### src/rtl/vga_scaled_raster_if.sv
// vga_scaled_raster_if: pixel-side bundle between the raster generator, the
// framebuffer/text sources and the display. The raster block is the master.
interface vga_scaled_raster_if #(
  parameter int ADDRW  = 15,
  parameter int COLORW = 4
);
  logic [1:0]          mode;
  logic [3*COLORW-1:0] rgb_static;
  logic [3*COLORW-1:0] rgb_auto;
  logic [ADDRW-1:0]    fb_addr;
  logic                fb_rd_en;
  logic                datasource;
  logic                frame_start;
  logic [COLORW-1:0]   r_data;
  logic [COLORW-1:0]   g_data;
  logic [COLORW-1:0]   b_data;
  logic                oHS;
  logic                oVS;
  logic                oBLANK_n;

  modport master (
    input  mode, rgb_static, rgb_auto,
    output fb_addr, fb_rd_en, datasource, frame_start,
           r_data, g_data, b_data, oHS, oVS, oBLANK_n
  );

  modport slave (
    output mode, rgb_static, rgb_auto,
    input  fb_addr, fb_rd_en, datasource, frame_start,
           r_data, g_data, b_data, oHS, oVS, oBLANK_n
  );
endinterface

### src/rtl/vga_scaled_raster.sv
// vga_scaled_raster: VGA timing generator that walks a down-scaled framebuffer
// without a multiplier, picks the pixel source per frame, and aligns syncs and
// blanking with the framebuffer read latency.
module vga_scaled_raster #(
  parameter int H_ACTIVE    = 640,
  parameter int H_FP        = 16,
  parameter int H_SYNC      = 96,
  parameter int H_BP        = 48,
  parameter int V_ACTIVE    = 480,
  parameter int V_FP        = 10,
  parameter int V_SYNC      = 2,
  parameter int V_BP        = 33,
  parameter int SCALE_SHIFT = 2,
  parameter int ADDRW       = 15,
  parameter int COLORW      = 4,
  parameter int RD_LAT      = 1,
  parameter int WIN_X0      = 0,
  parameter int WIN_X1      = 640,
  parameter int WIN_Y0      = 400,
  parameter int WIN_Y1      = 480
) (
  input  logic                iVGA_CLK,
  input  logic                rst,
  vga_scaled_raster_if.master bus
);

  localparam int H_TOTAL = H_ACTIVE + H_FP + H_SYNC + H_BP;
  localparam int V_TOTAL = V_ACTIVE + V_FP + V_SYNC + V_BP;
  localparam int HCW     = $clog2(H_TOTAL + 1);
  localparam int VCW     = $clog2(V_TOTAL + 1);
  localparam int SW      = (SCALE_SHIFT > 0) ? SCALE_SHIFT : 1;
  localparam int CW      = 3 * COLORW;

  localparam logic [HCW-1:0]   H_LAST      = HCW'(H_TOTAL - 1);
  localparam logic [HCW-1:0]   H_ACT       = HCW'(H_ACTIVE);
  localparam logic [HCW-1:0]   H_ACT_LAST  = HCW'(H_ACTIVE - 1);
  localparam logic [HCW-1:0]   HS_BEG      = HCW'(H_ACTIVE + H_FP);
  localparam logic [HCW-1:0]   HS_END      = HCW'(H_ACTIVE + H_FP + H_SYNC);
  localparam logic [HCW-1:0]   WX_BEG      = HCW'(WIN_X0);
  localparam logic [HCW-1:0]   WX_SPAN     = HCW'(WIN_X1 - WIN_X0);
  localparam logic [VCW-1:0]   V_LAST      = VCW'(V_TOTAL - 1);
  localparam logic [VCW-1:0]   V_ACT       = VCW'(V_ACTIVE);
  localparam logic [VCW-1:0]   VS_BEG      = VCW'(V_ACTIVE + V_FP);
  localparam logic [VCW-1:0]   VS_END      = VCW'(V_ACTIVE + V_FP + V_SYNC);
  localparam logic [VCW-1:0]   WY_BEG      = VCW'(WIN_Y0);
  localparam logic [VCW-1:0]   WY_SPAN     = VCW'(WIN_Y1 - WIN_Y0);
  localparam logic [SW-1:0]    SUB_MAX     = SW'((1 << SCALE_SHIFT) - 1);
  localparam logic [ADDRW-1:0] LINE_STRIDE = ADDRW'(H_ACTIVE >> SCALE_SHIFT);

  typedef enum logic [1:0] {
    MODE_STATIC = 2'd0,
    MODE_AUTO   = 2'd1,
    MODE_MIX    = 2'd2,
    MODE_BLANK  = 2'd3
  } mode_e;

  // Sideband that has to travel alongside the framebuffer read.
  typedef struct packed {
    logic hs;
    logic vs;
    logic act;
    logic ds;
    logic m3;
  } tap_t;

  localparam tap_t TAP_RST = '{hs: 1'b1, vs: 1'b1, act: 1'b0, ds: 1'b0, m3: 1'b0};

  logic [HCW-1:0]   h_q, h_d;
  logic [VCW-1:0]   v_q, v_d;
  logic [SW-1:0]    sub_h_q, sub_h_d;
  logic [SW-1:0]    sub_v_q, sub_v_d;
  logic [ADDRW-1:0] line_base_q, line_base_d;
  logic [ADDRW-1:0] addr_q, addr_d;
  mode_e            mode_q;
  tap_t             dl_q [RD_LAT];
  logic             hs_q, vs_q, blank_n_q;
  logic [CW-1:0]    rgb_q;

  logic h_end, v_end, active_w, active_d, frame_start_w;
  logic hs_raw, vs_raw, in_win, ds_w;
  tap_t tap_in, tap_out;

  assign h_end         = (h_q == H_LAST);
  assign v_end         = (v_q == V_LAST);
  assign active_w      = (h_q < H_ACT) && (v_q < V_ACT);
  assign frame_start_w = (h_q == '0) && (v_q == '0);
  assign hs_raw        = !((h_q >= HS_BEG) && (h_q < HS_END));
  assign vs_raw        = !((v_q >= VS_BEG) && (v_q < VS_END));
  // Wrapping subtraction turns each half-open range test into one compare,
  // which stays well-formed when a window edge sits at zero.
  assign in_win        = ((h_q - WX_BEG) < WX_SPAN) && ((v_q - WY_BEG) < WY_SPAN);

  // Source select for the current pixel, from the per-frame shadow mode.
  always_comb begin
    ds_w = 1'b0;
    case (mode_q)
      MODE_AUTO: ds_w = 1'b1;
      MODE_MIX:  ds_w = in_win;
      default:   ds_w = 1'b0;
    endcase
  end

  // Next position, scaled address walk and line base, without a multiplier.
  always_comb begin
    // NOTE: every output gets a default first so no path leaves it unassigned,
    // which is what would otherwise infer a latch.
    h_d         = h_end ? '0 : h_q + 1'b1;
    v_d         = v_q;
    sub_h_d     = (h_end || (sub_h_q == SUB_MAX)) ? '0 : sub_h_q + 1'b1;
    sub_v_d     = sub_v_q;
    line_base_d = line_base_q;
    addr_d      = addr_q;

    if (h_end) begin
      v_d     = v_end ? '0 : v_q + 1'b1;
      sub_v_d = (v_end || (sub_v_q == SUB_MAX)) ? '0 : sub_v_q + 1'b1;
    end

    if (h_end && v_end) begin
      line_base_d = '0;
    end else if ((h_q == H_ACT_LAST) && (v_q < V_ACT) && (sub_v_q == SUB_MAX)) begin
      line_base_d = line_base_q + LINE_STRIDE;
    end

    active_d = (h_d < H_ACT) && (v_d < V_ACT);
    if (active_d) begin
      if (h_d == '0) begin
        addr_d = line_base_d;
      end else if (sub_h_q == SUB_MAX) begin
        addr_d = addr_q + 1'b1;
      end
    end
  end

  // Timing counters, address registers and the per-frame mode shadow.
  always_ff @(posedge iVGA_CLK or posedge rst) begin
    // NOTE: state is updated with non-blocking assignments so every register
    // sees the pre-edge values of the others, independent of statement order.
    if (rst) begin
      h_q         <= '0;
      v_q         <= '0;
      sub_h_q     <= '0;
      sub_v_q     <= '0;
      line_base_q <= '0;
      addr_q      <= '0;
      mode_q      <= MODE_STATIC;
    end else begin
      h_q         <= h_d;
      v_q         <= v_d;
      sub_h_q     <= sub_h_d;
      sub_v_q     <= sub_v_d;
      line_base_q <= line_base_d;
      addr_q      <= addr_d;
      if (frame_start_w) begin
        mode_q <= mode_e'(bus.mode);
      end
    end
  end

  assign tap_in = '{hs: hs_raw, vs: vs_raw, act: active_w, ds: ds_w,
                    m3: (mode_q == MODE_BLANK)};

  // Sideband delay line matching the framebuffer read latency.
  always_ff @(posedge iVGA_CLK or posedge rst) begin
    if (rst) begin
      // NOTE: this array is reset on purpose: it is only a few flops deep and
      // its sync bits must idle high, unlike a data RAM which is left unreset.
      for (int i = 0; i < RD_LAT; i++) begin
        dl_q[i] <= TAP_RST;
      end
    end else begin
      dl_q[0] <= tap_in;
      for (int i = 1; i < RD_LAT; i++) begin
        dl_q[i] <= dl_q[i-1];
      end
    end
  end

  assign tap_out = dl_q[RD_LAT-1];

  // Output stage: register syncs, blanking and the selected colour together.
  always_ff @(posedge iVGA_CLK or posedge rst) begin
    if (rst) begin
      hs_q      <= 1'b1;
      vs_q      <= 1'b1;
      blank_n_q <= 1'b0;
      rgb_q     <= '0;
    end else begin
      hs_q      <= tap_out.hs;
      vs_q      <= tap_out.vs;
      blank_n_q <= tap_out.act;
      if (!tap_out.act || tap_out.m3) begin
        rgb_q <= '0;
      end else if (tap_out.ds) begin
        rgb_q <= bus.rgb_auto;
      end else begin
        rgb_q <= bus.rgb_static;
      end
    end
  end

  // Counters sit at zero during reset, so the read enable is gated explicitly.
  assign bus.fb_addr     = addr_q;
  assign bus.fb_rd_en    = active_w & ~rst;
  assign bus.datasource  = ds_w;
  assign bus.frame_start = frame_start_w;
  assign bus.r_data      = rgb_q[COLORW-1:0];
  assign bus.g_data      = rgb_q[2*COLORW-1:COLORW];
  assign bus.b_data      = rgb_q[3*COLORW-1:2*COLORW];
  assign bus.oHS         = hs_q;
  assign bus.oVS         = vs_q;
  assign bus.oBLANK_n    = blank_n_q;

endmodule
### src/flat_wrapper.sv
// flat-port wrapper written by rule: the top's interface ports become plain ports
module vga_scaled_raster_flat 
#(
  parameter int H_ACTIVE    = 640,
  parameter int H_FP        = 16,
  parameter int H_SYNC      = 96,
  parameter int H_BP        = 48,
  parameter int V_ACTIVE    = 480,
  parameter int V_FP        = 10,
  parameter int V_SYNC      = 2,
  parameter int V_BP        = 33,
  parameter int SCALE_SHIFT = 2,
  parameter int ADDRW       = 15,
  parameter int COLORW      = 4,
  parameter int RD_LAT      = 1,
  parameter int WIN_X0      = 0,
  parameter int WIN_X1      = 640,
  parameter int WIN_Y0      = 400,
  parameter int WIN_Y1      = 480
)
  (iVGA_CLK, rst, bus_mode, bus_rgb_static, bus_rgb_auto, bus_fb_addr, bus_fb_rd_en, bus_datasource, bus_frame_start, bus_r_data, bus_g_data, bus_b_data, bus_oHS, bus_oVS, bus_oBLANK_n);
  vga_scaled_raster_if #(.ADDRW(ADDRW), .COLORW(COLORW)) bus_i ();
  input  logic iVGA_CLK;
  input  logic rst;
  input wire logic [$bits(bus_i.mode)-1:0] bus_mode;
  input wire logic [$bits(bus_i.rgb_static)-1:0] bus_rgb_static;
  input wire logic [$bits(bus_i.rgb_auto)-1:0] bus_rgb_auto;
  output wire logic [$bits(bus_i.fb_addr)-1:0] bus_fb_addr;
  output wire logic [$bits(bus_i.fb_rd_en)-1:0] bus_fb_rd_en;
  output wire logic [$bits(bus_i.datasource)-1:0] bus_datasource;
  output wire logic [$bits(bus_i.frame_start)-1:0] bus_frame_start;
  output wire logic [$bits(bus_i.r_data)-1:0] bus_r_data;
  output wire logic [$bits(bus_i.g_data)-1:0] bus_g_data;
  output wire logic [$bits(bus_i.b_data)-1:0] bus_b_data;
  output wire logic [$bits(bus_i.oHS)-1:0] bus_oHS;
  output wire logic [$bits(bus_i.oVS)-1:0] bus_oVS;
  output wire logic [$bits(bus_i.oBLANK_n)-1:0] bus_oBLANK_n;
  assign bus_i.mode = bus_mode;
  assign bus_i.rgb_static = bus_rgb_static;
  assign bus_i.rgb_auto = bus_rgb_auto;
  assign bus_fb_addr = bus_i.fb_addr;
  assign bus_fb_rd_en = bus_i.fb_rd_en;
  assign bus_datasource = bus_i.datasource;
  assign bus_frame_start = bus_i.frame_start;
  assign bus_r_data = bus_i.r_data;
  assign bus_g_data = bus_i.g_data;
  assign bus_b_data = bus_i.b_data;
  assign bus_oHS = bus_i.oHS;
  assign bus_oVS = bus_i.oVS;
  assign bus_oBLANK_n = bus_i.oBLANK_n;
  vga_scaled_raster #(.H_ACTIVE(H_ACTIVE), .H_FP(H_FP), .H_SYNC(H_SYNC), .H_BP(H_BP), .V_ACTIVE(V_ACTIVE), .V_FP(V_FP), .V_SYNC(V_SYNC), .V_BP(V_BP), .SCALE_SHIFT(SCALE_SHIFT), .ADDRW(ADDRW), .COLORW(COLORW), .RD_LAT(RD_LAT), .WIN_X0(WIN_X0), .WIN_X1(WIN_X1), .WIN_Y0(WIN_Y0), .WIN_Y1(WIN_Y1)) u_core (.iVGA_CLK(iVGA_CLK), .rst(rst), .bus(bus_i));
endmodule
### config.mk
export PLATFORM = sky130hd
export DESIGN_NAME = vga_scaled_raster_flat
export DESIGN_NICKNAME = d
export VERILOG_FILES = /design/src/rtl/vga_scaled_raster_if.sv /design/src/rtl/vga_scaled_raster.sv /design/src/flat_wrapper.sv
export SDC_FILE = /design/constraint.sdc
export NUM_CORES = 1
export LEC_CHECK = 0
export ABC_CLOCK_PERIOD_IN_PS = 2600
export CORE_MARGIN = 2
export CORE_UTILIZATION = 49
export CTS_CLUSTER_DIAMETER = 200
export DETAILED_ROUTE_END_ITERATION = 7
export PLACE_DENSITY = 0.85
export SETUP_SLACK_MARGIN = 0.1
export SYNTH_ARGS = -nofsm -noshare
export SYNTH_HDL_FRONTEND = slang
export SYNTH_SLANG_ARGS = --single-unit
### constraint.sdc
create_clock -name iVGA_CLK -period 2.6 [get_ports iVGA_CLK]
set_clock_uncertainty 0.1 [all_clocks]
set_input_delay 0.39 -clock iVGA_CLK [delete_from_list [all_inputs] [get_ports iVGA_CLK]]
set_output_delay 0.39 -clock iVGA_CLK [all_outputs]
set_load 0.005 [all_outputs]
==> results of run 1 <==
## layer usage
metal / vias up / GRT usage
met1: 1720 / 0.288
met5: - / 0
met4: 0 / 0.0664
li1: 1603 / -
met2: 148 / 0.395
met3: 26 / 0.0610
## state kept, by name (all words and copies together), names as in the netlist
signal,cells
u_core.bus.fb_addr,15
u_core.line_base_q,15
u_core.rgb_q,12
u_core.h_q,10
u_core.v_q,10
u_core.dl_q,5
u_core.mode_q,2
u_core.sub_h_q,2
u_core.sub_v_q,2
u_core.bus.oBLANK_n,1
u_core.bus.oHS,1
u_core.bus.oVS,1
## kinds of logic (layout without fill, tap and decap cells)
group           Yosys count  in the layout  share of synthesized area
buf+inv                  40            143                     0.0459
flops                    76             76                      0.479
compound gates           69             69                      0.128
mux                      18             18                     0.0459
xor+xnor                 20             20                     0.0440
fa+ha+maj                11             11                     0.0346
simple gates            167            167                      0.223
## stage by stage
step	cell area (sq um)	total power [mW]	setup slack [ns]	hold slack, ns	utilization
global placement	4930	1.36	-0.0841	0.246	0.631
detailed placement	4930	1.37	-0.154	0.247	0.631
floorplan	4040	1.28	-0.0741	0.245	-
CTS	5320	2.42	-0.125	0.258	0.681
global route	5400	2.50	-0.264	0.264	0.692
finish	5400	2.40	-0.174	0.257	0.692
## placed cells by master (no fill, tap or decap), drive strengths merged, types with 3 or more instances in the layout
cell type / n
a21oi: 17
a31oi: 3
and2: 9
and3: 8
and4: 4
buf: 50
bufinv: 3
clkbuf: 13
clkdlybuf4s50: 57
dfrtp: 72
dfstp: 4
ha: 11
inv: 17
mux2i: 16
nand2: 28
nand2b: 4
nand3: 21
nand4: 10
nor2: 41
nor2b: 5
nor3: 17
nor4: 5
o21a: 9
o21ai: 15
o22a: 10
o31ai: 6
or2: 3
or3: 4
or4: 3
xnor2: 16
xor2: 4
## critical path: stages (launching register included)
cell	delay, ns
dfrtp_1	0.40
ha_4	0.17
nand3_4	0.09
or3_4	0.42
a311oi_4	0.30
buf_4	0.19
nor2_2	0.03
a2111o_1	0.45
buf_6	0.17
buf_16	0.14
o22a_1	0.22
## worst max-delay path by stage
| stage | start | end | depth (start not counted) |
|---|---|---|---|
| after global placement | u_core.h_q[1] | u_core.bus.fb_addr[12] | 9 |
| after detailed placement | u_core.h_q[1] | u_core.bus.fb_addr[8] | 9 |
| after floorplan | u_core.h_q[0] | u_core.bus.fb_addr[12] | 9 |
| final | u_core.h_q[1] | u_core.bus.fb_addr[14] | 10 |
| after CTS | u_core.h_q[1] | u_core.bus.fb_addr[8] | 9 |
| after global routing | u_core.h_q[1] | u_core.bus.fb_addr[5] | 9 |
## power by group
part | switching, mW | internal, mW | total, mW
registers | 0.0104 | 1.20 | 1.21
clock network | 0.420 | 0.641 | 1.06
logic | 0.0515 | 0.0783 | 0.130
total | 0.482 | 1.92 | 2.40
## layout make-up
class	instances	area [sq um]
inverters	18	71.3
fillers	580	2410
clock inverters	4	98.8
clock buffers	12	135
well taps	102	128
flip-flops and latches	76	1910
multi-input cells	285	2040
repair buffers	109	1020
## what timing repair did
item / in CTS / in global routing
setup endpoints to repair: 18 / 17
setup buffers: 6 / 4
hold endpoints to repair: 0 / 0
gates resized for setup: 21 / 14
pin swaps: 6 / 7
cloned: 2 / 0
==> results.sh, run 1 <==
export IMPL_path_clk_slew_ns=0.10
export IMPL_yosys_top_cells_count="dfrtp_1 (72), nor2_1 (41), nand2_1 (28)"
export IMPL_synth_top_area_share=0.453
export IMPL_hp_start="u_core.dl_q[3]"
export IMPL_rsz0062_at_grt="yes"
export IMPL_vias_per_cell=5.77
export IMPL_antenna_cells=0
export IMPL_cts_path_max_buffers=2
export IMPL_reg2reg_depth=10
export IMPL_fp_dieW_um=94.1
export IMPL_dp_hpwl_mm=6.58
export IMPL_root_buffer="clkbuf_8"
export IMPL_finalWorstSetupSlack_ns=-0.174
export IMPL_grt_pass1_vias=3355
export IMPL_die_area_sq_um=8860
export IMPL_dp_cells=578
export IMPL_synth_edf_count=0
export IMPL_routed_wl_mm=10.4
export IMPL_critPathKind="register to register"
export IMPL_syn_num_nets=440
export IMPL_cts_sinks=76
export IMPL_timing_final_crit_share=1.07
export IMPL_min_period_ns=2.77
export IMPL_grt_pass1_wl_mm=16.0
export IMPL_wl_met1_mm=4.18
export IMPL_synth_area_sq_um=3980
export IMPL_initialDrtViolationCount=290
export IMPL_slew_headroom=0.373
export IMPL_htreeDepth=3
export IMPL_worstPathRequired_ns=2.75
export IMPL_synth_seq_area_share=0.479
export IMPL_min_path_cells=0
export IMPL_yosysMostFrequentCell="dfrtp_1"
export IMPL_tightest_slew_ns=0.941
export IMPL_cts_made_buffers=9
export IMPL_die_height_um=94.1
export IMPL_synth_seq_cells=76
export IMPL_async_flop_share=1.00
export IMPL_gr_total_overflow=0
export IMPL_ys_types=51
export IMPL_nets=538
export IMPL_finalMaxSlewViolations=0
export IMPL_wl_met3_um=695
export IMPL_dr_wl_met2_mm=5.27
export IMPL_postSynthAreaPerCell_sq_um=9.93
export IMPL_endpoint_kind="register"
export IMPL_critPathLaunchType="register"
export IMPL_ios=61
export IMPL_totalNegativeSetupSlack_ns=-1.99
export IMPL_start_util=0.510
export IMPL_setup_viol=15
export IMPL_grt_max_degree=77
export IMPL_status="finished, violations left"
export IMPL_antenna_left=0
export IMPL_antenna_found_initial=0
export IMPL_core_area_sq_um=7810
export IMPL_hold_viol=0
export IMPL_yosys_area_top_type="dfrtp_1"
export IMPL_rows=32
export IMPL_power_density_nw_per_um2=445
export IMPL_synth_warnings=0
export IMPL_wl_per_cell_um=17.1
export IMPL_tritoncts="done"
export IMPL_synth_ff_type="dfrtp_1"
export IMPL_hold_class="register to register"
export IMPL_layout_cells_non_filler=606
export IMPL_globalplace_congestion=0.877
export IMPL_maxCapViolCount=0
export IMPL_netlist_instances=401
export IMPL_dr_max_layer_used="met4"
export IMPL_timing_reg2reg_setup_slack_ns=-0.17
export IMPL_violations="setup timing"
export IMPL_reg2reg_to="u_core.bus.fb_addr[14]"
export IMPL_dr_pass1_iters=5
export IMPL_drive_above_1_share=0.224
export IMPL_io_buffers=60
export IMPL_p_leak_nw=2.26
export IMPL_clock_latency_ns=0.35
export IMPL_ir_drop_v=0.000280
export IMPL_regToRegStartpoint="u_core.h_q[1]"
export IMPL_hold_end="u_core.bus.oVS"
export IMPL_syn_to_final_growth_pct=35.6
export IMPL_fmaxAchievable_ghz=0.361
export IMPL_crit_path_max_fanout=8
export IMPL_synth_area_top_cells="dfrtp_1 (45%), mux2i_1 (4.0%), nor2_1 (3.9%)"
export IMPL_track_usage=0.231
export IMPL_cp_arrival_ns=2.92
export IMPL_vias=3497
export IMPL_drc_errors=0
export IMPL_hold_buffers=0
Power figures use the tool's default switching activity.
==> run 2, diff against run 1 <==
--- a/config.mk
+++ b/config.mk
@@ -12,6 +12,7 @@
 export DETAILED_ROUTE_END_ITERATION = 7
 export PLACE_DENSITY = 0.85
 export SETUP_SLACK_MARGIN = 0.1
+export SKIP_CTS_REPAIR_TIMING = 1
 export SYNTH_ARGS = -nofsm -noshare
 export SYNTH_HDL_FRONTEND = slang
 export SYNTH_SLANG_ARGS = --single-unit
==> run 2 against run 1 <==
Net effect:
- setup slack got worse by 0.015 ns
- fmax is 0.53% lower
- largest power group unchanged
- non-clock buffer count is 4 lower
- wire length is 3.9% lower
- design area decreased by 0.42%
- highest routed layer unchanged
- combinational power barely moved
- sequential share of layout area grew 0.15 points
- sequential power about the same
- critical endpoint is now u_core.bus.fb_addr[0]
- critical path type unchanged
- the flow still finishes with violations (setup timing)
==> results.sh, run 2 (synthesized netlist as in run 1, its figures left out) <==
export IMPL_status="finished, violations left"
export IMPL_violations="setup timing"
export IMPL_endpoint="u_core.bus.fb_addr[0]"
export IMPL_use_met1=0.279
export IMPL_vias=3402
export IMPL_critical_path_top_delay_family="compound AO/OA/AOI/OAI gates"
export IMPL_die_height_um=94.1
export IMPL_hold_viol=0
export IMPL_regToRegStartpoint="u_core.h_q[0]"
export IMPL_cp_slowest_cell="or3_4"
export IMPL_setup_viol=15
export IMPL_clockPowerShare=0.440
export IMPL_grt_max_degree=77
export IMPL_ios=61
export IMPL_finalWorstSetupSlack_ns=-0.189
export IMPL_placed_cell_area_sq_um=4930
export IMPL_cts_path_max_buffers=2
export IMPL_slew_headroom=0.383
export IMPL_syn_to_final_growth_pct=35.1
export IMPL_fp_dieW_um=94.1
export IMPL_rows=32
export IMPL_ir_drop_v=0.000293
export IMPL_crit_path_max_fanout=7
export IMPL_p_switching_mw=0.474
export IMPL_slowest_delay_ns=0.44
export IMPL_gr_usage_met2=0.361
export IMPL_path_depth=11
export IMPL_timing_final_crit_share=1.07
export IMPL_pwr_share_comb=0.055
export IMPL_dr_pass1_iters=4
export IMPL_final_cell_mix="dfrtp_1 (72), clkdlybuf4s50_1 (57), nor2_1 (40), buf_4 (40), nand2_1 (28)"
export IMPL_netSwitchingFraction=0.198
export IMPL_cp_arrival_ns=2.90
export IMPL_htreeDepth=3
export IMPL_cts_made_buffers=9
export IMPL_hold_class="register to register"
export IMPL_power_density_nw_per_um2=445
export IMPL_p_int_mw=1.92
export IMPL_gr_total_overflow=0
export IMPL_worstPathRequired_ns=2.71
export IMPL_final_area_sq_um=5380
export IMPL_tritoncts="done"
export IMPL_final_common_cell="dfrtp_1"
export IMPL_fillCellCount=574
export IMPL_critPathLaunchType="register"
export IMPL_endpoint_kind="register"
export IMPL_wl_per_cell_um=16.6
export IMPL_dp_hpwl_mm=6.58
export IMPL_track_usage=0.218
export IMPL_reg2reg_depth=11
export IMPL_clock_latency_ns=0.35
export IMPL_vias_per_cell=5.65
export IMPL_path_clk_slew_ns=0.07
export IMPL_drive_above_1_share=0.206
export IMPL_antenna_found_initial=0
export IMPL_met3_usage=0.0610
export IMPL_fmaxAchievable_ghz=0.359
export IMPL_rsz0062_at_grt="yes"
export IMPL_startpoint="u_core.h_q[0]"
export IMPL_grt_pass1_vias=3280
export IMPL_totalNegativeSetupSlack_ns=-2.21
export IMPL_tightest_slew_ns=0.926
export IMPL_critPathBufInv=3
export IMPL_timing_reg2reg_setup_slack_ns=-0.19
export IMPL_busiest_layer="met2"
export IMPL_finalMaxSlewViolations=0
export IMPL_grt_pass1_wl_mm=15.2
export IMPL_path_cells="ha_4 -> nand3_4 -> or3_4 -> a311oi_4 -> buf_4 -> nor2_2 -> a2111o_1 -> buf_6 -> clkbuf_16 -> o21ai_4 -> o31ai_4"
export IMPL_p_leak_nw=2.28
export IMPL_antenna_cells=0
export IMPL_cts_sinks=76
export IMPL_antenna_left=0
export IMPL_die_area_sq_um=8860
export IMPL_initialDrtViolationCount=231
export IMPL_nets=534
export IMPL_globalplace_congestion=0.877
export IMPL_start_util=0.510
export IMPL_routed_wl_mm=9.97
export IMPL_io_buffers=60
export IMPL_min_period_ns=2.79
export IMPL_core_area_sq_um=7810
export IMPL_maxCapViolCount=0
export IMPL_critPathKind="register to register"
export IMPL_drc_errors=0
export IMPL_seq_power_share=0.505
export IMPL_reg2reg_to="u_core.bus.fb_addr[0]"
export IMPL_root_buffer="clkbuf_8"
[run 2: stage by stage]
stage | hold slack (ns) | setup slack (ns) | utilization | instances | power, mW
final | 0.257 | -0.189 | 0.689 | 602 | 2.39
after global routing | 0.264 | -0.264 | 0.689 | 602 | 2.49
after CTS | 0.258 | -0.335 | 0.661 | 594 | 2.42
after detailed placement | 0.247 | -0.154 | 0.631 | 578 | 1.37
after global placement | 0.246 | -0.0841 | 0.631 | 578 | 1.36
after floorplan | 0.245 | -0.0741 | - | 401 | 1.28
[run 2: per-layer routing]
layer	vias to the layer above	routed length, um
met2	131	5030
met4	0	171
li1	1597	-
met1	1661	4100
met3	13	669
met5	-	0
[run 2: layout make-up]
class                   instances  area, sq um  share of cell area
multi-input cells             285         2040               0.379
flip-flops and latches         76         1910               0.355
repair buffers                105         1000               0.186
clock buffers                  12          135              0.0251
well taps                     102          128              0.0237
clock inverters                 4         98.8              0.0184
inverters                      18         71.3              0.0133
[run 2: worst min-delay path by stage]
| stage | end | from | slack, ns | cells after the start |
|---|---|---|---|---|
| after global placement | u_core.bus.oHS | u_core.dl_q[4] | 0.25 | 0 |
| after detailed placement | u_core.bus.oVS | u_core.dl_q[3] | 0.25 | 0 |
| after CTS | u_core.bus.oVS | u_core.dl_q[3] | 0.26 | 0 |
| after global routing | u_core.bus.oVS | u_core.dl_q[3] | 0.26 | 0 |
| final | u_core.bus.oVS | u_core.dl_q[3] | 0.26 | 0 |
| after floorplan | u_core.bus.oHS | u_core.dl_q[4] | 0.25 | 0 |
[run 2: power groups by stage]
stage,combinational (mW),sequential (mW),clock (mW)
6_report,0.131,1.21,1.05
5_1_grt,0.144,1.21,1.14
4_1_cts,0.133,1.21,1.08
3_5_place_dp,0.132,1.23,0
3_3_place_gp,0.129,1.23,0
2_1_floorplan,0.0451,1.23,0
==> run 3, diff against run 2 <==
--- a/config.mk
+++ b/config.mk
@@ -6,6 +6,7 @@
 export NUM_CORES = 1
 export LEC_CHECK = 0
 export ABC_CLOCK_PERIOD_IN_PS = 2600
+export CAP_MARGIN = 15
 export CORE_MARGIN = 2
 export CORE_UTILIZATION = 49
 export CTS_CLUSTER_DIAMETER = 200
@@ -16,3 +17,4 @@
 export SYNTH_ARGS = -nofsm -noshare
 export SYNTH_HDL_FRONTEND = slang
 export SYNTH_SLANG_ARGS = --single-unit
+export TNS_END_PERCENT = 30
==> run 3 against run 2 <==
Net effect:
- the flow still finishes with violations (setup timing)
- wire length fell by 6.2%
- final cell count decreased by 0.83%
- design area shrank 3.0%
- combinational power barely moved
- hold slack got worse by 0.0055 ns
- critical path type unchanged
==> results.sh, run 3 (synthesized netlist as in run 1, its figures left out) <==
export IMPL_min_period_ns=2.80
export IMPL_fillCellCount=603
export IMPL_violations="setup timing"
export IMPL_grt_max_degree=77
export IMPL_total_power_mw=2.19
export IMPL_slowest_delay_ns=0.57
export IMPL_root_buffer="clkbuf_8"
export IMPL_reg2reg_depth=9
export IMPL_placed_cell_area_sq_um=4910
export IMPL_vias_per_cell=5.58
export IMPL_final_cell_mix="dfrtp_1 (72), clkdlybuf4s50_1 (57), nor2_1 (41)"
export IMPL_p_leak_nw=2.21
export IMPL_clockPowerShare=0.389
export IMPL_power_density_nw_per_um2=421
export IMPL_status="finished, violations left"
export IMPL_ir_drop_v=0.000282
export IMPL_cts_sinks=76
export IMPL_fmaxAchievable_ghz=0.357
export IMPL_die_area_sq_um=8860
export IMPL_cts_made_buffers=9
export IMPL_seq_power_share=0.551
export IMPL_startpoint="u_core.h_q[1]"
export IMPL_worstPathRequired_ns=2.74
export IMPL_globalplace_congestion=0.906
export IMPL_timing_final_crit_share=1.08
export IMPL_tritoncts="done"
export IMPL_regToRegStartpoint="u_core.h_q[1]"
export IMPL_antenna_left=0
export IMPL_clock_latency_ns=0.35
export IMPL_grt_pass1_vias=3254
export IMPL_path_clk_slew_ns=0.08
export IMPL_fp_dieW_um=94.1
export IMPL_tightest_slew_ns=0.917
export IMPL_critical_path_top_delay_family="simple AND/OR/NAND/NOR gates"
export IMPL_path_depth=9
export IMPL_crit_top_cell="a21oi_2"
export IMPL_io_buffers=60
export IMPL_path_cells="ha_4 -> nand3_4 -> or4_4 -> or4_1 -> a21oi_2 -> a2111o_1 -> buf_12 -> a21oi_2 -> o22a_1"
export IMPL_start_util=0.510
export IMPL_dr_pass1_iters=5
export IMPL_seqCellArea_sq_um=1910
export IMPL_finalWorstSetupSlack_ns=-0.199
export IMPL_vias=3330
export IMPL_hold_viol=0
export IMPL_die_height_um=94.1
export IMPL_antenna_cells=0
export IMPL_crit_path_max_fanout=15
export IMPL_p_switching_mw=0.480
export IMPL_cp_slowest_cell="or4_1"
export IMPL_routed_wl_mm=9.36
export IMPL_final_area_sq_um=5220
export IMPL_drc_errors=0
export IMPL_reg2reg_to="u_core.bus.fb_addr[8]"
export IMPL_multiInputGateArea_sq_um=1980
export IMPL_rsz0062_at_grt="yes"
export IMPL_ios=61
export IMPL_wl_per_cell_um=15.7
export IMPL_worst_hold_slack_ns=0.251
export IMPL_finalMaxSlewViolations=0
export IMPL_p_int_mw=1.71
export IMPL_hold_class="register to register"
export IMPL_critPathBufInv=1
export IMPL_drive_above_1_share=0.190
export IMPL_endpoint_kind="register"
export IMPL_track_usage=0.215
export IMPL_initialDrtViolationCount=203
export IMPL_htreeDepth=3
export IMPL_syn_to_final_growth_pct=31.0
export IMPL_critPathLaunchType="register"
export IMPL_pwr_share_comb=0.059
export IMPL_nets=529
export IMPL_timing_reg2reg_setup_slack_ns=-0.20
export IMPL_critPathKind="register to register"
export IMPL_maxCapViolCount=0
export IMPL_dp_hpwl_mm=6.63
export IMPL_endpoint="u_core.bus.fb_addr[8]"
export IMPL_rows=32
export IMPL_setup_viol=15
export IMPL_cts_path_max_buffers=2
export IMPL_netSwitchingFraction=0.219
export IMPL_final_common_cell="dfrtp_1"
export IMPL_grt_pass1_wl_mm=15.0
export IMPL_cp_arrival_ns=2.94
export IMPL_core_area_sq_um=7810
export IMPL_fin_util=0.668
export IMPL_gr_total_overflow=0
export IMPL_antenna_found_initial=0
export IMPL_slew_headroom=0.389
==> run 3: how the worst min path moves through the flow <==
stage	cells past startpoint	end	startpoint	slack, ns
finish	0	u_core.bus.oHS	u_core.dl_q[4]	0.25
CTS	0	u_core.bus.oHS	u_core.dl_q[4]	0.25
global route	0	u_core.bus.oHS	u_core.dl_q[4]	0.25
global placement	0	u_core.bus.oVS	u_core.dl_q[3]	0.25
detailed placement	0	u_core.bus.oHS	u_core.dl_q[4]	0.25
floorplan	0	u_core.bus.oHS	u_core.dl_q[4]	0.25
==> run 3: final cells by class <==
class / instances / area share
multi-input cells: 285 / 0.381
flip-flops and latches: 76 / 0.366
repair buffers: 100 / 0.181
clock buffers: 10 / 0.0245
well taps: 102 / 0.0245
inverters: 18 / 0.0137
clock inverters: 6 / 0.0106
==> run 3: power groups by stage <==
stage	sequential [mW]	clock [mW]	combinational (mW)
global route	1.21	0.929	0.144
CTS	1.21	0.874	0.134
detailed placement	1.23	0	0.133
global placement	1.23	0	0.129
finish	1.21	0.854	0.130
floorplan	1.23	0	0.0451
==> run 3: per-layer routing <==
metal	wire length, um	global-route usage
met1	3840	0.269
met2	4660	0.357
met3	626	0.0361
met4	234	0.112
met5	0	0
==> run 3: through the flow <==
stage | TNS, ns | setup WS, ns | cells
after floorplan | -0.862 | -0.0756 | 401
after global placement | -1.12 | -0.103 | 577
after detailed placement | -2.20 | -0.184 | 577
after CTS | -3.03 | -0.336 | 593
after global routing | -3.81 | -0.283 | 597
final | -2.68 | -0.199 | 597
